## config.mk

```make
export PLATFORM = sky130hd
export DESIGN_NAME = branch_predict_unit
export DESIGN_NICKNAME = d
export VERILOG_FILES = /design/src/rtl/branch_pkg.sv /design/src/rtl/branch_cmp.sv /design/src/rtl/branch_predict_unit.sv
export SDC_FILE = /design/constraint.sdc
export NUM_CORES = 1
export LEC_CHECK = 0
export CAP_MARGIN = 30
export CORE_AREA = 2 2 137 139
export CTS_BUF_LIST = sky130_fd_sc_hd__clkbuf_4 sky130_fd_sc_hd__clkbuf_8
export DETAILED_ROUTE_END_ITERATION = 8
export DIE_AREA = 0 0 139 141
export GPL_TIMING_DRIVEN = 0
export PLACE_DENSITY_LB_ADDON = 0.25
export SYNTH_ARGS = -nofsm -noshare
export SYNTH_HDL_FRONTEND = slang
export SYNTH_SLANG_ARGS = --single-unit
```

## constraint.sdc

```tcl
create_clock -name clk_i -period 11.5 [get_ports clk_i]
set_input_delay 1.15 -clock clk_i [delete_from_list [all_inputs] [get_ports clk_i]]
set_output_delay 1.15 -clock clk_i [all_outputs]
set_load 0.01 [all_outputs]
```

## src/rtl/branch_pkg.sv

```systemverilog
// branch_pkg: shared types, funct3 encodings and counter helpers for the branch predictor.
package branch_pkg;
  typedef enum logic [1:0] {SNT = 2'b00, WNT = 2'b01, WT = 2'b10, ST = 2'b11} bp_state_t;
  localparam logic [2:0] F3_BEQ  = 3'b000;
  localparam logic [2:0] F3_BNE  = 3'b001;
  localparam logic [2:0] F3_BLT  = 3'b100;
  localparam logic [2:0] F3_BGE  = 3'b101;
  localparam logic [2:0] F3_BLTU = 3'b110;
  localparam logic [2:0] F3_BGEU = 3'b111;
  function automatic bp_state_t bp_next(input bp_state_t s, input logic taken);
    return taken ? (s == ST ? ST : bp_state_t'(s + 2'd1)) : (s == SNT ? SNT : bp_state_t'(s - 2'd1));
  endfunction
  function automatic logic f3_legal(input logic [2:0] f);
    return f[2:1] != 2'b01;
  endfunction
endpackage

```

## src/rtl/branch_cmp.sv

```systemverilog
// branch_cmp: combinational RV32I branch condition evaluation.
module branch_cmp import branch_pkg::*; #(
  parameter int DATA_WIDTH = 32
) (
  input  logic [2:0]            funct3_i,
  input  logic [DATA_WIDTH-1:0] a_i,
  input  logic [DATA_WIDTH-1:0] b_i,
  output logic                  taken_o,
  output logic                  legal_o
);
  logic eq, lt, ltu;
  always_comb begin
    eq = a_i == b_i;
    lt = $signed(a_i) < $signed(b_i);
    ltu = a_i < b_i;
    legal_o = f3_legal(funct3_i);
    taken_o = funct3_i == F3_BEQ  ? eq :
              funct3_i == F3_BNE  ? ~eq :
              funct3_i == F3_BLT  ? lt :
              funct3_i == F3_BGE  ? ~lt :
              funct3_i == F3_BLTU ? ltu :
              funct3_i == F3_BGEU ? ~ltu : 1'b0;
  end
endmodule

```

## src/rtl/branch_predict_unit.sv

```systemverilog
// branch_predict_unit: 2-bit saturating-counter predictor with execute-stage resolution,
// training and saturating performance counters.
module branch_predict_unit import branch_pkg::*; #(
  parameter int DATA_WIDTH  = 32,
  parameter int ADDR_WIDTH  = 32,
  parameter int BHT_ENTRIES = 64,
  parameter int IDX_LSB     = 2,
  parameter int CNT_WIDTH   = 32
) (
  input  logic                  clk_i,
  input  logic                  rst_i,
  input  logic [ADDR_WIDTH-1:0] FetchPC_i,
  output logic                  PredictTaken_o,
  input  logic                  ExBranch_i,
  input  logic                  Stall_i,
  input  logic [ADDR_WIDTH-1:0] ExPC_i,
  input  logic                  ExPredTaken_i,
  input  logic [2:0]            funct3_i,
  input  logic [DATA_WIDTH-1:0] SrcA_i,
  input  logic [DATA_WIDTH-1:0] SrcB_i,
  output logic                  BranchTaken_o,
  output logic                  Mispredict_o,
  output logic                  IllegalBranch_o,
  output logic [CNT_WIDTH-1:0]  BranchCount_o,
  output logic [CNT_WIDTH-1:0]  MispredictCount_o
);
  localparam int IW = $clog2(BHT_ENTRIES);
  if (BHT_ENTRIES < 2 || BHT_ENTRIES > 1024 || (BHT_ENTRIES & (BHT_ENTRIES - 1)) != 0) begin : g_bad_entries
    $error("BHT_ENTRIES must be a power of two in 2..1024");
  end
  bp_state_t bht_q [BHT_ENTRIES];
  bp_state_t bht_d [BHT_ENTRIES];
  logic [CNT_WIDTH-1:0] br_cnt_q, br_cnt_d, mis_cnt_q, mis_cnt_d;
  logic ill_q, ill_d;
  logic [IW-1:0] fetch_idx, ex_idx;
  logic cmp_taken, cmp_legal, valid, upd;
  logic unused_pc;
  assign unused_pc = ^{FetchPC_i, ExPC_i};
  branch_cmp #(.DATA_WIDTH(DATA_WIDTH)) u_cmp (
    .funct3_i (funct3_i),
    .a_i      (SrcA_i),
    .b_i      (SrcB_i),
    .taken_o  (cmp_taken),
    .legal_o  (cmp_legal)
  );
  // Fetch and execute read independently; a same-cycle write is not bypassed to fetch.
  always_comb begin
    fetch_idx = FetchPC_i[IDX_LSB +: IW];
    ex_idx = ExPC_i[IDX_LSB +: IW];
    valid = ExBranch_i & cmp_legal;
    upd = valid & ~Stall_i;
    PredictTaken_o = bht_q[fetch_idx] >= WT;
    BranchTaken_o = valid & cmp_taken;
    Mispredict_o = valid & (cmp_taken ^ ExPredTaken_i);
    bht_d = bht_q;
    if (upd) bht_d[ex_idx] = bp_next(bht_q[ex_idx], cmp_taken);
    br_cnt_d = (upd && br_cnt_q != '1) ? br_cnt_q + 1'b1 : br_cnt_q;
    mis_cnt_d = (upd && Mispredict_o && mis_cnt_q != '1) ? mis_cnt_q + 1'b1 : mis_cnt_q;
    ill_d = ExBranch_i & ~Stall_i & ~cmp_legal;
    IllegalBranch_o = ill_q;
    BranchCount_o = br_cnt_q;
    MispredictCount_o = mis_cnt_q;
  end
  always_ff @(posedge clk_i or posedge rst_i) begin
    if (rst_i) begin
      for (int i = 0; i < BHT_ENTRIES; i++) bht_q[i] <= WNT;
      br_cnt_q <= '0;
      mis_cnt_q <= '0;
      ill_q <= 1'b0;
    end else begin
      bht_q <= bht_d;
      br_cnt_q <= br_cnt_d;
      mis_cnt_q <= mis_cnt_d;
      ill_q <= ill_d;
    end
  end
endmodule

```

==> run summary, run 1 <==
outcome - finished, final reports clean
Max Slew Vio Count - 0
Worst Skew - 0.0235 ns
area growth from synthesis to layout - 22.3%
Die X - 139 um
Worst path slowest cell - clkdlybuf4s50_1
Setup violations, final - 0
max incr delay on CP - 0.56 ns
Period Utilization, post-route - 49.9%
Post-Syn Nets - 1234
Synth area leaders - dfrtp_1, dfstp_2, nand2_1
Fin. Hold Viols - 0
sequential share of the synthesized area - 47.3%
Final GP Congestion - 0.946
global route total overflow - 0
# rows - 50
PnR Total Power - 0.00153 W
CP arrival - 4.59 ns
EDFF count, synth - 0
min cycle time layout - 5.74 ns
startpoint types - primary input
WP data required - 10.35 ns
fin worst setup slack - 5.76 ns
post-route insts no fill - 1484
Ys Warns - 0
kind of critical path - primary input to primary output
Synth Flop Type - dfrtp_1
drt drc - 0
HPWL Detailed - 20500 um
share of cells above drive strength 1 - 14.2%
Initial Utilization - 56.9%
sum of negative setup slack - 0 ns
Storage cell area - 4910 um2
total track usage - 29.9%
post-place setup slack - 5.74 ns
peak supply drop - 0.0956 mV
fillers - 1368
ys async rst share - 100%
max_slew headroom - 27.6%
die area - 19600 um2
#FFs+latches synth - 193
P_leak - 5.26 nW
Via density - 6.01
largest net degree at the start of global routing - 119
Die Span Y - 141 um
Setup Fix Bufs, Post-CTS - 0
Pwr Density - 121 nW/um2
Fin Hold WS - 0.463 ns
Initial DRC Count - 837
Post-Synthesis Cells - 1064
Max Fclk - 0.174 GHz
Hold Path Class - flop to flop
RSZ-0062 raised after global routing - no
Inserted Diodes - 0
Clock Tree Buf Depth - 2
first-pass GRT wire length - 46100 um
placed insts - 1449
Hold-fix buffers, CTS - 0
cell area after synthesis - 10400 um2
cell with the most instances after synthesis - nand2_1
H-tree depth - 4
Post-synth top cells - nand2_1, dfrtp_1, o21ai_0
Cell variety after synth - 56
Crit path buffers/inverters - 3
Mean Syn Cell Area - 9.76 um2
Avg WL per Cell - 19.3 um
max cap viols - 0
Critical Path, Cell by Cell - clkdlybuf4s50_1 -> inv_1 -> ha_1 -> nand4_1 -> nor4_1 -> a21boi_0 -> o31ai_1 -> o2111a_1 -> xnor2_1 -> a21oi_1 -> xor2_1 -> nor2_1 -> clkdlybuf4s50_1
CTS resizes - 0
CTS buffer count - 17
clk_lat worst skew - 0.49 ns
drt first pass iters - 5
kind of cell adding the most delay to the critical path - buffers and inverters
area leader, netlist - dfrtp_1
Worst-path clk slew - 0.09 ns
worst slew pin tran - 1.08 ns
Max FO, Critical Path - 4
number of global-route vias before repair - 8761
most used cell, CP - clkdlybuf4s50_1
CORE AREA - 18300 um2
critical path endpoint category - primary output
via count - 8926
final layout net count - 1407
I/O Pins - 204
ANT nets after route - 0
initial antenna violation count - 0
Root Driver - clkbuf_8
CTS Sinks - 193
Post-Route WL - 28700 um
TritonCTS clock tree - built
PortBufs - 146
area of the multi-input gates - 5130 um2
top cell type's share of synthesized area - 31.1%
state kept, by name, summed over array words and instances, names as in the netlist:
name	count
bht_q	128
BranchCount_o	32
MispredictCount_o	32
IllegalBranch_o	1
tightest hold or removal path, cell delays in order (launching register included):
cell and delay (ns):
dfstp_2 0.38, nand2_1 0.04, o21ai_1 0.05
cell families (layout without fill, tap and decap cells):
logic type | count (synthesis) | in the layout | synth area share (%)
flops | 193 | 193 | 47.3
buf+inv | 84 | 270 | 3.63
fa+ha+maj | 36 | 36 | 4.31
simple gates | 401 | 401 | 17.3
xor+xnor | 68 | 68 | 5.73
mux | 61 | 61 | 9.13
compound gates | 221 | 221 | 12.6
report_power, final:
group	switching [W]	leakage (nW)	internal (W)	total, W
Sequential	0.0000375	2.44	0.000725	0.000763
Combinational	0.000141	2.59	0.000123	0.000264
Clock	0.000258	0.228	0.000247	0.000505
layout by cell type, fill, tap and decap left out, types with 6 or more instances in the layout:
master	Yosys	routed
nand3_1	19	19
mux2_2	20	20
a221oi_1	7	7
mux4_2	25	25
inv_1	43	42
buf_2	10	12
nor3_1	21	17
clkbuf_8	0	17
o21ai_1	63	63
a22oi_1	21	21
dfstp_2	64	64
and4_1	9	9
buf_4	3	7
nand4_1	29	29
o21ai_0	76	76
dfrtp_1	129	129
clkdlybuf4s50_1	0	146
and3_1	11	11
xor2_1	31	31
clkbuf_1	18	18
nand2_1	243	243
ha_1	34	34
xnor2_1	37	37
a21oi_1	19	19
mux2i_1	16	16
nor2_1	38	38
nor4_1	7	6
layout make-up:
cell class                      count  area share [%]
Buffer                             41            1.69
Clock buffer                       19            1.96
Clock inverter                     13            1.56
Inverter                           43            1.33
Multi-Input combinational cell    787            40.4
Sequential cell                   193            38.6
Tap cell                          234            2.30
Timing Repair Buffer              154            12.2
per-stage QoR:
step	instance area (um2)	util, %
2_1_floorplan	10400	-
3_3_place_gp	12100	66.5
3_5_place_dp	12200	67.0
4_1_cts	12700	69.4
5_1_grt	12700	69.5
6_report	12700	69.5
layer usage:
metal	track usage, %	wire length, um	share of wire [%]
met1	38.9	11300	40
met2	47.6	13400	47
met3	8.59	2940	10
met4	12.3	941	3.3
met5	0	0	0
final timing paths:
path | from | end | slack (ns) | cells past startpoint
min in group asynchronous | rst_i | BranchCount_o[16] | 1.11 | 2
worst min-delay path | bht_q[84] | bht_q[84] | 0.46 | 2
max in group asynchronous | rst_i | bht_q[23] | 9.43 | 3
worst max-delay path | SrcB_i[14] | Mispredict_o | 5.76 | 13
worst min register to register | bht_q[84] | bht_q[84] | 0.46 | 2
worst max register to register | bht_q[101] | bht_q[107] | 8.50 | 10
Power figures use the tool's default switching activity.
==> inputs of run 2 (changes only) <==
--- a/config.mk
+++ b/config.mk
@@ -6,10 +6,10 @@
 export NUM_CORES = 1
 export LEC_CHECK = 0
 export CAP_MARGIN = 30
-export CORE_AREA = 2 2 137 139
+export CORE_AREA = 2 2 149 151
 export CTS_BUF_LIST = sky130_fd_sc_hd__clkbuf_4 sky130_fd_sc_hd__clkbuf_8
 export DETAILED_ROUTE_END_ITERATION = 8
-export DIE_AREA = 0 0 139 141
+export DIE_AREA = 0 0 151 153
 export GPL_TIMING_DRIVEN = 0
 export PLACE_DENSITY_LB_ADDON = 0.25
 export SYNTH_ARGS = -nofsm -noshare
==> constraint.sdc (replaced) <==
create_clock -name clk_i -period 4.6 [get_ports clk_i]
set_input_delay 0.46 -clock clk_i [delete_from_list [all_inputs] [get_ports clk_i]]
set_output_delay 0.46 -clock clk_i [all_outputs]
set_load 0.01 [all_outputs]
==> run summary, run 2 (synthesis results as in run 1) <==
CTS Sinks - 193
Setup Fix Bufs, Post-CTS - 0
Seq pwr share - 52.5%
Avg WL per Cell - 18.6 um
Max Fclk - 0.229 GHz
sum of negative setup slack - 0 ns
P_int - 0.00254 W
clock share of power - 29.3%
combinational power share - 18.2%
I/O Pins - 204
Initial DRC Count - 508
sw frac - 30.1%
Die Span Y - 153 um
area growth from synthesis to layout - 22.8%
post-route insts no fill - 1535
Worst Skew - 0.0196 ns
critical path endpoint category - primary output
PortBufs - 146
Worst-path clk slew - 0.10 ns
leading cell types in the layout, fill and taps excluded - nand2_1, clkdlybuf4s50_1, dfrtp_1
max cap viols - 0
CP arrival - 3.92 ns
Final GP Congestion - 0.899
global route total overflow - 0
Storage cell area - 4910 um2
Via density - 5.71
peak supply drop - 0.181 mV
Initial Utilization - 48.3%
Hold-fix buffers, CTS - 0
CTS buffer count - 17
met3 wire len - 2560 um
placed insts - 1503
max reg flops - 128
share of cells above drive strength 1 - 14.6%
H-tree depth - 4
final layout net count - 1412
PnR Total Power - 0.00363 W
CTS resizes - 0
startpoint types - primary input
register with the most flip-flops - bht_q
Post-Route WL - 28600 um
worst slew pin tran - 1.06 ns
Setup violations, final - 0
kind of critical path - primary input to primary output
commonest non-fill, non-tap cell in the layout - nand2_1
drt drc - 0
initial antenna violation count - 0
P_leak - 5.24 nW
clk_lat worst skew - 0.48 ns
Max FO, Critical Path - 10
first-pass GRT wire length - 45600 um
total track usage - 25.4%
Die X - 151 um
R2R depth - 10
metal2 WL - 13400 um
number of global-route vias before repair - 8850
max_slew headroom - 28.9%
Inserted Diodes - 0
min cycle time layout - 4.38 ns
WP data required - 4.14 ns
Period Utilization, post-route - 95.1%
final core utilization - 59.4%
Max Slew Vio Count - 0
CORE AREA - 21500 um2
Hold Path Class - primary input to asynchronous set/reset pin
Pwr Density - 285 nW/um2
via count - 8772
Clock Tree Buf Depth - 2
# rows - 54
RSZ-0062 raised after global routing - no
Top Layer Used - met4
fillers - 1876
ANT nets after route - 0
largest net degree at the start of global routing - 43
Post-DP Area - 12400 um2
Fin. Hold Viols - 0
Root Driver - clkbuf_8
drt first pass iters - 7
HPWL Detailed - 21400 um
Design Area, Final - 12800 um2
area of the multi-input gates - 5130 um2
TritonCTS clock tree - built
NetSw - 0.00109 W
die area - 23100 um2
outcome - finished, final reports clean
DRT met1 WL - 11700 um
run 2: cell types whose count changed in the layout (fill, tap and decap cells not counted), sizes merged:
cell	change
clkinvlp	+6
buf	+5
bufinv	-4
clkinv	-4
inv	+2
run 2: critical path, stage by stage:
cell             delay [ns]
clkbuf_1               0.54
buf_1                  0.79
mux4_2                 0.62
mux4_2                 0.53
mux4_2                 0.48
clkdlybuf4s50_1        0.49
run 2: layer usage:
metal  global-route usage [%]  vias to the layer above
met5                        0                        -
met4                     9.88                        0
met3                     7.37                       73
met2                     40.5                      383
met1                     32.5                     4180
li1                         -                     4136
run 2: layout make-up:
| class | instances | share of cell area, % |
|---|---|---|
| sequential | 193 | 38.5 |
| buffer | 41 | 1.69 |
| tap | 280 | 2.75 |
| clock inverter | 13 | 0.902 |
| clock buffer | 19 | 2.00 |
| multi-input combinational | 787 | 40.2 |
| timing repair buffer | 159 | 12.7 |
| inverter | 43 | 1.29 |
run 2: worst paths after layout:
check / start / to / slack [ns]
max: FetchPC_i[2] / PredictTaken_o / 0.22
min in group clk_i: bht_q[58] / bht_q[58] / 0.46
min reg2reg: bht_q[58] / bht_q[58] / 0.46
min: rst_i / bht_q[97] / 0.37
max reg2reg: bht_q[103] / bht_q[81] / 1.71
max in group asynchronous: rst_i / bht_q[38] / 3.07
run 2: through the flow:
step	worst slack, ns	hold WS (ns)
CTS	0.0891	0.373
global placement	0.106	0.449
global route	0.0167	0.399
floorplan	1.24	0.442
detailed placement	0.116	0.454
finish	0.224	0.374
run 2: power groups by stage:
| stage | combinational, W | clock (W) | sequential [W] |
|---|---|---|---|
| 2_1_floorplan | 0.000332 | 0 | 0.00193 |
| 4_1_cts | 0.000664 | 0.00109 | 0.00191 |
| 3_5_place_dp | 0.000659 | 0 | 0.00193 |
| 3_3_place_gp | 0.000636 | 0 | 0.00194 |
| 5_1_grt | 0.000724 | 0.00117 | 0.00192 |
| 6_report | 0.000661 | 0.00106 | 0.00190 |
==> inputs of run 3 (changes only) <==
--- a/config.mk
+++ b/config.mk
@@ -11,7 +11,7 @@
 export DETAILED_ROUTE_END_ITERATION = 8
 export DIE_AREA = 0 0 151 153
 export GPL_TIMING_DRIVEN = 0
-export PLACE_DENSITY_LB_ADDON = 0.25
+export PLACE_DENSITY = 0.75
 export SYNTH_ARGS = -nofsm -noshare
 export SYNTH_HDL_FRONTEND = slang
 export SYNTH_SLANG_ARGS = --single-unit
==> constraint.sdc (replaced) <==
create_clock -name clk_i -period 4.6 [get_ports clk_i]
set_input_delay 0.92 -clock clk_i [delete_from_list [all_inputs] [get_ports clk_i]]
set_output_delay 0.92 -clock clk_i [all_outputs]
set_load 0.01 [all_outputs]
==> run summary, run 3 (synthesis results as in run 1) <==
Initial Utilization - 48.3%
first-pass GRT wire length - 46600 um
kind of critical path - primary input to primary output
Period Utilization, post-route - 99.7%
commonest non-fill, non-tap cell in the layout - nand2_1
# rows - 54
max_slew headroom - 25.9%
Final GP Congestion - 0.930
critical path endpoint category - primary output
final layout net count - 1415
leading cell types in the layout, fill and taps excluded - nand2_1, clkdlybuf4s50_1, dfrtp_1
Inserted Diodes - 0
Avg WL per Cell - 19.0 um
area growth from synthesis to layout - 23.7%
sum of negative setup slack - 0 ns
H-tree depth - 4
Hold Path Class - flop to flop
initial antenna violation count - 0
R2R setup slack - 1.68 ns
I/O Pins - 204
worst slew pin tran - 1.11 ns
max reg flops - 128
Max Slew Vio Count - 0
final core utilization - 59.8%
die area - 23100 um2
post-place setup slack - -0.826 ns
Worst Skew - 0.0141 ns
Max FO, Critical Path - 10
drt first pass iters - 8
Initial DRC Count - 763
register with the most flip-flops - bht_q
min cycle time layout - 4.58 ns
outcome - finished, final reports clean
TritonCTS clock tree - built
PortBufs - 146
Clock Tree Buf Depth - 2
Hold-fix buffers, CTS - 0
max cap viols - 0
Die Span Y - 153 um
Fin. Hold Viols - 0
clk_lat worst skew - 0.48 ns
drt drc - 0
placed insts - 1499
Post-Route WL - 29300 um
Worst-path clk slew - 0.09 ns
CORE AREA - 21500 um2
largest net degree at the start of global routing - 44
CTS Sinks - 193
CTS buffer count - 17
number of global-route vias before repair - 8985
total track usage - 26.0%
CP arrival - 3.66 ns
Pwr Density - 296 nW/um2
ANT nets after route - 0
P_leak - 5.31 nW
post-route insts no fill - 1538
fin worst setup slack - 0.0161 ns
Post-DP Area - 12300 um2
startpoint types - primary input
global route total overflow - 0
WP data required - 3.68 ns
Design Area, Final - 12900 um2
Die X - 151 um
via count - 9027
Via density - 5.87
Setup violations, final - 0
Root Driver - clkbuf_8
share of cells above drive strength 1 - 15.4%
Max Fclk - 0.218 GHz
RSZ-0062 raised after global routing - no
peak supply drop - 0.172 mV
HPWL Detailed - 21300 um
[run 3: changes by cell type in the layout (fill, tap and decap cells not counted), sizes merged]
cell / previous run / this run
buf: 36 / 39
bufinv: 0 / 3
clkbuf: 37 / 41
clkdlybuf4s50: 146 / 144
clkinv: 0 / 4
clkinvlp: 6 / 2
inv: 50 / 45
[run 3: through the flow]
stage	hold slack (ns)	total power (W)
6_report	0.466	0.00380
5_1_grt	0.479	0.00396
4_1_cts	0.467	0.00381
3_5_place_dp	0.453	0.00260
3_3_place_gp	0.449	0.00257
2_1_floorplan	0.442	0.00226
[run 3: worst paths after layout]
path,from,to,cells after the start
max,FetchPC_i[3],PredictTaken_o,6
min,bht_q[12],bht_q[12],2
max reg2reg,bht_q[103],bht_q[19],10
min reg2reg,bht_q[12],bht_q[12],2
max in group asynchronous,rst_i,bht_q[24],4
min in group asynchronous,rst_i,bht_q[117],2
[run 3: layout make-up]
type	instances	area, um2
Buffer	41	221
Tap cell	280	350
Inverter	43	165
Fill cell	1847	8630
Clock buffer	21	277
Timing Repair Buffer	162	1620
Clock inverter	11	154
Multi-Input combinational cell	787	5160
Sequential cell	193	4910
[run 3: critical path, stage by stage]
cell             delay [ns]
clkbuf_1               0.41
clkbuf_2               0.44
mux4_2                 0.39
mux4_2                 0.54
mux4_2                 0.47
clkdlybuf4s50_1        0.49
[run 3: timing repair]
action                     CTS  global route
setup buffers                4             2
hold endpoints to repair     0             0
setup endpoints to repair    3             2
pin swaps                    3             1
resized for setup           15             4
[run 3: routing by layer]
metal	vias up	global-route usage (%)	part of all wire, %
li1	4149	-	-
met1	4284	33.2	39
met2	485	40.8	46
met3	109	7.82	11
met4	0	11.5	4.4
met5	-	0	0
[run 3: power by group]
group | internal (W) | total [W] | switching (W)
Sequential | 0.00181 | 0.00191 | 0.0000953
Combinational | 0.000318 | 0.000676 | 0.000358
Clock | 0.000587 | 0.00122 | 0.000633
